===== src/rtl/poly_mult_pkg.sv =====
// Shared constants and types for the sparse polynomial multiplier.
// DUMMY_EN mirrors the DUMMY_INSERT_EN build option so parameters stay in use in both builds.
package poly_mult_pkg;

  localparam int N_COEF = 8;
  localparam int COEF_W = 16;

`ifdef DUMMY_INSERT_EN
  localparam bit DUMMY_EN = 1'b1;
`else
  localparam bit DUMMY_EN = 1'b0;
`endif

  typedef logic [COEF_W-1:0] coef_t;

  typedef enum logic {
    IDLE = 1'b0,
    RUN  = 1'b1
  } state_t;

endpackage


===== src/rtl/poly_mult_sched.sv =====
// Slot scheduler: orders real and key-driven dummy additions; one slot per cycle, last_slot flags the final one.
// No backpressure: advances on every step; start reloads counters and key (DUMMY_INSERT_EN adds dummies).
module poly_mult_sched
  import poly_mult_pkg::*;
#(
  parameter int N      = N_COEF,
  parameter int WEIGHT = 1,
  parameter int DUMMY  = 8
) (
  input  logic                 clk,
  input  logic                 rst_n,
  input  logic                 start,
  input  logic                 step,
`ifdef DUMMY_INSERT_EN
  input  logic [127:0]         key,
  output logic                 is_dummy,
  output logic [$clog2(N)-1:0] dummy_idx,
`endif
  output logic [$clog2(N)-1:0] real_i,
  output logic [7:0]           real_j,
  output logic                 last_slot
);

  localparam int              IDX_W  = $clog2(N);
  localparam int              SLOTS  = WEIGHT * N + (DUMMY_EN ? DUMMY : 0);
  localparam logic [7:0]      REAL_C = 8'(WEIGHT * N);
  localparam logic [8:0]      LAST_C = 9'(SLOTS - 1);

  logic [7:0] r_cnt;
  logic [8:0] slot;

  assign real_i = r_cnt[IDX_W-1:0];
  assign real_j = r_cnt >> IDX_W;

`ifdef DUMMY_INSERT_EN
  localparam logic [7:0] DUMMY_C = 8'(DUMMY);

  logic [7:0]   d_cnt;
  logic [127:0] kreg;

  // Once all real terms are done the remaining slots are necessarily dummies.
  assign is_dummy  = (kreg[0] && (d_cnt < DUMMY_C)) || (r_cnt == REAL_C);
  assign dummy_idx = d_cnt[IDX_W-1:0];
  assign slot      = {1'b0, r_cnt} + {1'b0, d_cnt};

  always_ff @(posedge clk or negedge rst_n) begin
    if (!rst_n) begin
      r_cnt <= '0;
      d_cnt <= '0;
      kreg  <= '0;
    end else if (start) begin
      r_cnt <= '0;
      d_cnt <= '0;
      kreg  <= key;
    end else if (step) begin
      if (is_dummy) d_cnt <= d_cnt + 8'd1;
      else          r_cnt <= r_cnt + 8'd1;
      kreg <= {kreg[0], kreg[127:1]};
    end
  end
`else
  assign slot = {1'b0, r_cnt};

  always_ff @(posedge clk or negedge rst_n) begin
    if (!rst_n) begin
      r_cnt <= '0;
    end else if (start) begin
      r_cnt <= '0;
    end else if (step) begin
      r_cnt <= r_cnt + 8'd1;
    end
  end
`endif

  assign last_slot = step && (slot == LAST_C);

endmodule


===== src/rtl/poly_mult.sv =====
// poly_mult: c = a * s mod (x^N - 1), s sparse (+1 at POS); result WEIGHT*N(+DUMMY) cycles after the load edge.
// No backpressure: load_i is ignored while busy_o; DUMMY_INSERT_EN interleaves key-scheduled dummy additions.
module poly_mult
  import poly_mult_pkg::*;
#(
  parameter int                          N      = N_COEF,
  parameter int                          CW     = COEF_W,
  parameter int                          WEIGHT = 1,
  parameter logic [WEIGHT*$clog2(N)-1:0] POS    = '0,
  parameter int                          DUMMY  = 8
) (
  input  logic         clk,
  input  logic         rst_n,
  input  logic         load_i,
  input  logic [127:0] key_i,
  input  logic [127:0] data_i,
  output logic [127:0] data_o,
  output logic         busy_o
);

  localparam int IDX_W = $clog2(N);

  state_t            state, state_nxt;
  logic              start, step, last_slot;
  logic [IDX_W-1:0]  real_i, tgt_idx, pos_sel;
  logic [7:0]        real_j;
  logic [127:0]      a_q;
  logic [CW-1:0]     acc_q   [N];
  logic [CW-1:0]     acc_nxt [N];
  logic [CW-1:0]     operand, base, sum;
  logic [127:0]      result;

`ifdef DUMMY_INSERT_EN
  logic              is_dummy;
  logic [IDX_W-1:0]  dummy_idx;
  logic [CW-1:0]     dacc_q;
`else
  logic              unused_key;
  assign unused_key = ^key_i;
`endif

  assign step   = (state == RUN);
  assign busy_o = step;

  poly_mult_sched #(
    .N      (N),
    .WEIGHT (WEIGHT),
    .DUMMY  (DUMMY)
  ) u_sched (
    .clk       (clk),
    .rst_n     (rst_n),
    .start     (start),
    .step      (step),
`ifdef DUMMY_INSERT_EN
    .key       (key_i),
    .is_dummy  (is_dummy),
    .dummy_idx (dummy_idx),
`endif
    .real_i    (real_i),
    .real_j    (real_j),
    .last_slot (last_slot)
  );

  always_ff @(posedge clk or negedge rst_n) begin
    if (!rst_n) state <= IDLE;
    else        state <= state_nxt;
  end

  always_comb begin
    state_nxt = state;
    start     = 1'b0;
    case (state)
      IDLE: if (load_i) begin
        start     = 1'b1;
        state_nxt = RUN;
      end
      RUN:  if (last_slot) state_nxt = IDLE;
    endcase
  end

  // Exponent of the sparse term currently being applied.
  always_comb begin
    pos_sel = '0;
    for (int k = 0; k < WEIGHT; k++) begin
      if (real_j == 8'(k)) pos_sel = POS[k*IDX_W +: IDX_W];
    end
  end

  assign tgt_idx = real_i + pos_sel;

  // Single shared adder for real and dummy slots keeps both on the same path.
  always_comb begin
    operand = a_q[int'(real_i)*CW +: CW];
    base    = acc_q[tgt_idx];
`ifdef DUMMY_INSERT_EN
    if (is_dummy) begin
      operand = a_q[int'(dummy_idx)*CW +: CW];
      base    = dacc_q;
    end
`endif
    sum = base + operand;

    for (int k = 0; k < N; k++) acc_nxt[k] = acc_q[k];
`ifdef DUMMY_INSERT_EN
    if (!is_dummy) acc_nxt[tgt_idx] = sum;
`else
    acc_nxt[tgt_idx] = sum;
`endif

    result = '0;
    for (int k = 0; k < N; k++) result[k*CW +: CW] = acc_nxt[k];
  end

  always_ff @(posedge clk or negedge rst_n) begin
    if (!rst_n) begin
      a_q    <= '0;
      data_o <= '0;
      for (int k = 0; k < N; k++) acc_q[k] <= '0;
`ifdef DUMMY_INSERT_EN
      dacc_q <= '0;
`endif
    end else if (start) begin
      a_q <= data_i;
      for (int k = 0; k < N; k++) acc_q[k] <= '0;
`ifdef DUMMY_INSERT_EN
      dacc_q <= '0;
`endif
    end else if (step) begin
      for (int k = 0; k < N; k++) acc_q[k] <= acc_nxt[k];
`ifdef DUMMY_INSERT_EN
      if (is_dummy) dacc_q <= sum;
`endif
      if (last_slot) data_o <= result;
    end
  end

endmodule


===== config.mk =====
export PLATFORM = sky130hd
export DESIGN_NAME = poly_mult
export DESIGN_NICKNAME = d
export VERILOG_FILES = /design/src/rtl/poly_mult_pkg.sv /design/src/rtl/poly_mult_sched.sv /design/src/rtl/poly_mult.sv
export SDC_FILE = /design/constraint.sdc
export NUM_CORES = 1
export LEC_CHECK = 0
export CAP_MARGIN = 40
export CORE_UTILIZATION = 64
export DETAILED_ROUTE_END_ITERATION = 16
export DONT_BUFFER_PORTS = 1
export PLACE_DENSITY = 0.8
export REMOVE_ABC_BUFFERS = 1
export SLEW_MARGIN = 0
export SYNTH_ARGS = -nofsm -noshare
export SYNTH_HDL_FRONTEND = slang
export SYNTH_HIERARCHICAL = 1
export SYNTH_SLANG_ARGS = --single-unit

===== constraint.sdc =====
create_clock -name clk -period 5.3 [get_ports clk]
set_input_delay 0.265 -clock clk [delete_from_list [all_inputs] [get_ports clk]]
set_output_delay 0.265 -clock clk [all_outputs]
set_load 0.02 [all_outputs]

==> reports/results.ini, run 1 <==
[timing]
post-route-period-util_pct=88.3
rsz0062_at_grt=false
worst_hold_slack_ps=-583
hold_violations=393
tightest_slew_ps=969
setup_violations=0
relSlewSlack_pct=35.4
max_freq_mhz=214
fin_crit_ps=4680
clock_skew_ps=23.0
maxSlewViolCount=0
fin_setup_tns_ps=0

[cells_and_area]
final_cells=2522
mostFrequentLayoutCell=nand2_1
final_cell_mix=nand2_1 (507), dfrtp_1 (393), o21ai_0 (203)
n_fill_cell=1843
drive_above_1_share_pct=7.51
area_delta_synth_final_pct=17.4
multiInputGateArea_um2=7730
final_core_util_pct=76.8
final-seq-area_um2=9830
final_nets=2389

[clock_tree]
cts_tree=yes
cts_buffers=41
clock_path_buffers=3
post-cts-setup-buffers=0
holdBufCountCts=129
cts_root_buf=clkbuf_16
clock-sinks=393
clk_pin_slew_ps=60
htree_levels=2
clock_latency_ps=550

[global_routing]
antenna_found_initial=3
grt_pass1_wl_um=90600
grt_use_total_pct=41.0
grt_pass1_vias=16300
grt_max_degree=394
grt_remaining_overflow=0

[logic_synthesis]
syn_inst=2056
synth_area_um2=18200
yosys_warnings=6
avgSynthCellArea_um2=8.86

[drt]
initialDrtViolationCount=1880
via_per_inst=6.54
drt-pass1-iter-count=6
routed_wl_um=59000
ant_nets=0
vias=16500
drt-wirelength-per-cell_um=23.4
drc=0

[critical_path]
critPathArrivalTime_ps=5070
r2r_slack_ps=620
setup.worst_path.start_class=flop
crit_end=acc_q[40]
crit_path_end_kind=flop
rr_endpoint=acc_q[40]
crit_required_ps=5690
critPathKind=reg -> reg
r2r_cells=14
worstSetupStartpoint=u_sched/r_cnt[0]
reg2reg_from=u_sched/r_cnt[0]
path_max_fanout=17

[floorplan]
die-area_um2=29100
boundaryPins=388
initial_core_util_pct=65.4
coreArea_um2=27900
die_h_um=171
chipWidth_um=171
rows=61

[place]
gp_congestion=0.902
post-dp-hpwl_um=34200
post-place-cells=2318
port_buffers=0

[run_status]
status=finished with violations
violations=hold timing

[pwr]
p_leak_nw=10.1
peakVddDrop_mv=0.593
p_per_area_nw_per_um2=817

[hold_path]
hold_path.class=in -> async

[run]
cap_viol_max_count=0

through the flow:
stage          power (mW)  instance area [um2]  hold WS (ps)  setup slack, ps
2_1_floorplan        10.7                17500         -30.6            -4650
3_3_place_gp         13.5                18500         -14.7              929
3_5_place_dp         13.9                18600         -16.9              786
4_1_cts              17.1                21400          -588              713
5_1_grt              18.4                21400          -587              360
6_report             17.5                21400          -583              619
how the worst min path moves through the flow:
stage,start,end,slack (ps),depth (start not counted)
2_1_floorplan,rst_n,a_q[0],-30,0
3_3_place_gp,rst_n,a_q[63],-10,0
3_5_place_dp,rst_n,a_q[79],-20,0
4_1_cts,rst_n,a_q[79],-590,0
5_1_grt,rst_n,a_q[63],-590,0
6_report,rst_n,a_q[79],-580,0
state kept, by name, indices dropped and copies added, names as in the netlist:
signal	flops
u_sched/r_cnt	8
acc_q	128
data_o	128
busy_o	1
a_q	128
per-layer routing:
| metal | global-route usage (%) | wire length, um |
|---|---|---|
| met1 | 51.2 | 21000 |
| met5 | 0 | 22 |
| met2 | 64.8 | 27100 |
| met4 | 21.9 | 3260 |
| met3 | 11.9 | 7530 |
final cells by class:
cell class              count  area share, %
flip-flops and latches    393           46.0
well taps                 378           2.21
clock buffers              61           5.91
diodes                      1         0.0117
inverters                   8          0.152
repair buffers            186           8.66
multi-input cells        1482           36.1
clock inverters            13          0.930
power breakdown:
| group | switching [mW] | internal, mW |
|---|---|---|
| logic | 5.66 | 2.76 |
| clock network | 1.23 | 1.89 |
| registers | 1.57 | 4.35 |
| total | 8.47 | 9.01 |
worst max-delay path: stages (launching register included):
cell and delay, ps:
dfrtp_1 760, nor2b_1 190, nor2b_4 290, buf_4 290
a22oi_1 200, nand4_1 240, ha_1 320, fa_1 420
a21o_2 220, a221oi_2 420, o21bai_1 100, a21oi_1 160
buf_4 230, xor2_1 470, o21ai_0 210
timing repair:
item	in CTS	in global routing
endpoints found under the setup margin	0	0
gates resized for setup	0	0
endpoints found under the hold margin	522	393
Note: power is estimated with default switching activity, not from simulation.
==> run 2, diff against run 1 <==
CORE_ASPECT_RATIO = 1.4   (was not set)
==> run 2 against run 1 <==
Compared with the run above: the run ends with hold timing, slew limit left; hold slack got worse by 2.5 ps; clock skew decreased by 2.4 ps; sequential power about the same; clock power decreased by 16%; first-iteration DRC count decreased by 4.0%; critical path depth decreased by 2; critical endpoint is now acc_q[94]; combinational power decreased by 0.9%; design area decreased by 1.6%.
==> reports/results.ini, run 2 (synthesis gave the netlist of run 1 again) <==
[clock_tree]
cts_tree=yes
cts_resized=0
clock_path_buffers=3
post-cts-setup-buffers=0
holdBufCountCts=129
clock-sinks=393
clk_pin_slew_ps=70
htree_levels=2
cts_root_buf=clkbuf_16
cts_buffers=38
clock_latency_ps=550

[pwr]
netSwitchingPower_mw=8.26
peakVddDrop_mv=0.496
power_frac_clock_pct=15.5
p_per_area_nw_per_um2=801
p_leak_nw=9.91
comb_power_share_pct=49.5
intPower_mw=8.60
switching_share_pct=49.0
power_frac_seq_pct=35.0

[timing]
post-route-period-util_pct=84.8
setup_violations=0
layout_setup_ws_ps=806
max_freq_mhz=223
relSlewSlack_pct=-13.2
worst_hold_slack_ps=-586
hold_violations=393
tightest_slew_ps=1700
clock_skew_ps=20.6
rsz0062_at_grt=false
fin_crit_ps=4490
maxSlewViolCount=152

[cells_and_area]
drive_above_1_share_pct=6.69
final_cell_mix=nand2_1 (507), dfrtp_1 (393), o21ai_0 (203)
final_nets=2380
n_fill_cell=1871
design_area_um2=21000
mostFrequentLayoutCell=nand2_1
area_delta_synth_final_pct=15.5
final_core_util_pct=75.6
top_regs=a_q (128), acc_q (128), data_o (128)
final_cells=2492

[place]
port_buffers=0
place_area_um2=18600
gp_congestion=0.951
post-place-cells=2304
post-dp-hpwl_um=33000
dp_worst_setup_slack_ps=990

[global_routing]
grt_remaining_overflow=0
grt_pass1_vias=15700
grt_use_total_pct=39.9
antenna_found_initial=1
grt_max_degree=394
grt_pass1_wl_um=87100

[hold_path]
hold_path.class=in -> async

[drt]
initialDrtViolationCount=1805
routed_wl_um=56900
ant_nets=0
via_per_inst=6.50
drt-wirelength-per-cell_um=22.8
drt-pass1-iter-count=6
vias=16200
drc=0

[critical_path]
critPathArrivalTime_ps=4900
r2r_slack_ps=810
path_max_fanout=16
cp.buffers_inverters=2
rr_endpoint=acc_q[94]
crit_path_end_kind=flop
crit_chain=and3_2 > buf_4 > a22oi_1 > nand4_1 > ha_1 > and3_1 > a221oi_1 > o21bai_1 > a221o_1 > a211oi_2 > buf_4 > o21ai_0
path_delay_family=compound AO/OA/AOI/OAI gates
r2r_cells=12
crit_required_ps=5700
crit_path_top_delay_cell=dfrtp_1
reg2reg_from=u_sched/r_cnt[2]
setup.worst_path.start_class=flop
critPathKind=reg -> reg
crit_path_max_incr_delay_ps=830
critPathMostFrequentCell=buf_4

[floorplan]
rows=72
coreArea_um2=27800
boundaryPins=388
die_h_um=202
initial_core_util_pct=65.4
die-area_um2=29100
chipWidth_um=145

[run_status]
violations=hold timing, slew limit
status=finished with violations

[run]
cap_viol_max_count=0

==> run 2: cell count changes in the layout (fill, tap and decap cells not counted), sizes merged <==
cell      change
clkinv        -1
clkinvlp      -2
bufinv        -4
buf           -6
clkbuf        -9
==> run 2: power groups by stage <==
stage,Combinational [mW],Clock (mW),Sequential [mW]
2_1_floorplan,5.17,0,5.56
3_3_place_gp,7.56,0,5.82
3_5_place_dp,7.98,0,5.89
4_1_cts,8.10,2.62,5.85
5_1_grt,9.06,2.72,6.03
6_report,8.35,2.62,5.89
==> run 2: routing by layer <==
metal	up-vias	wire (um)	global-route usage, %
met3	236	6080	8.97
met1	7780	20200	49.6
met4	0	3680	23.8
li1	7193	-	-
met2	998	27000	63.4
met5	-	0	0
==> run 2: cell type report <==
class | instances | area [um2] | share of cell area (%)
well taps | 370 | 463 | 2.20
inverters | 8 | 32.5 | 0.155
clock buffers | 52 | 1090 | 5.20
diodes | 1 | 2.50 | 0.0119
multi-input cells | 1482 | 7730 | 36.8
clock inverters | 6 | 58.8 | 0.279
flip-flops and latches | 393 | 9830 | 46.7
repair buffers | 180 | 1820 | 8.66
==> run 2: stage by stage <==
stage | power, mW | TNS [ps]
finish | 16.9 | 0
global route | 17.8 | 0
CTS | 16.6 | 0
detailed placement | 13.9 | 0
global placement | 13.4 | 0
floorplan | 10.7 | -678210
==> run 2: worst reg2reg max path: stages (launching register included) <==
cell,delay [ps]
dfrtp_1,830
and3_2,610
buf_4,340
a22oi_1,160
nand4_1,210
ha_1,360
and3_1,270
a221oi_1,440
o21bai_1,140
a221o_1,350
a211oi_2,210
buf_4,290
o21ai_0,140
==> run 2: how the worst max path moves through the flow <==
stage / to / from / slack (ps) / cells past startpoint
2_1_floorplan: u_sched/r_cnt[3] / busy_o / -4650 / 3
3_3_place_gp: acc_q[44] / u_sched/r_cnt[1] / 940 / 14
3_5_place_dp: acc_q[46] / u_sched/r_cnt[2] / 990 / 13
4_1_cts: acc_q[46] / u_sched/r_cnt[2] / 960 / 13
5_1_grt: acc_q[40] / u_sched/r_cnt[1] / 610 / 14
6_report: acc_q[94] / u_sched/r_cnt[2] / 810 / 12
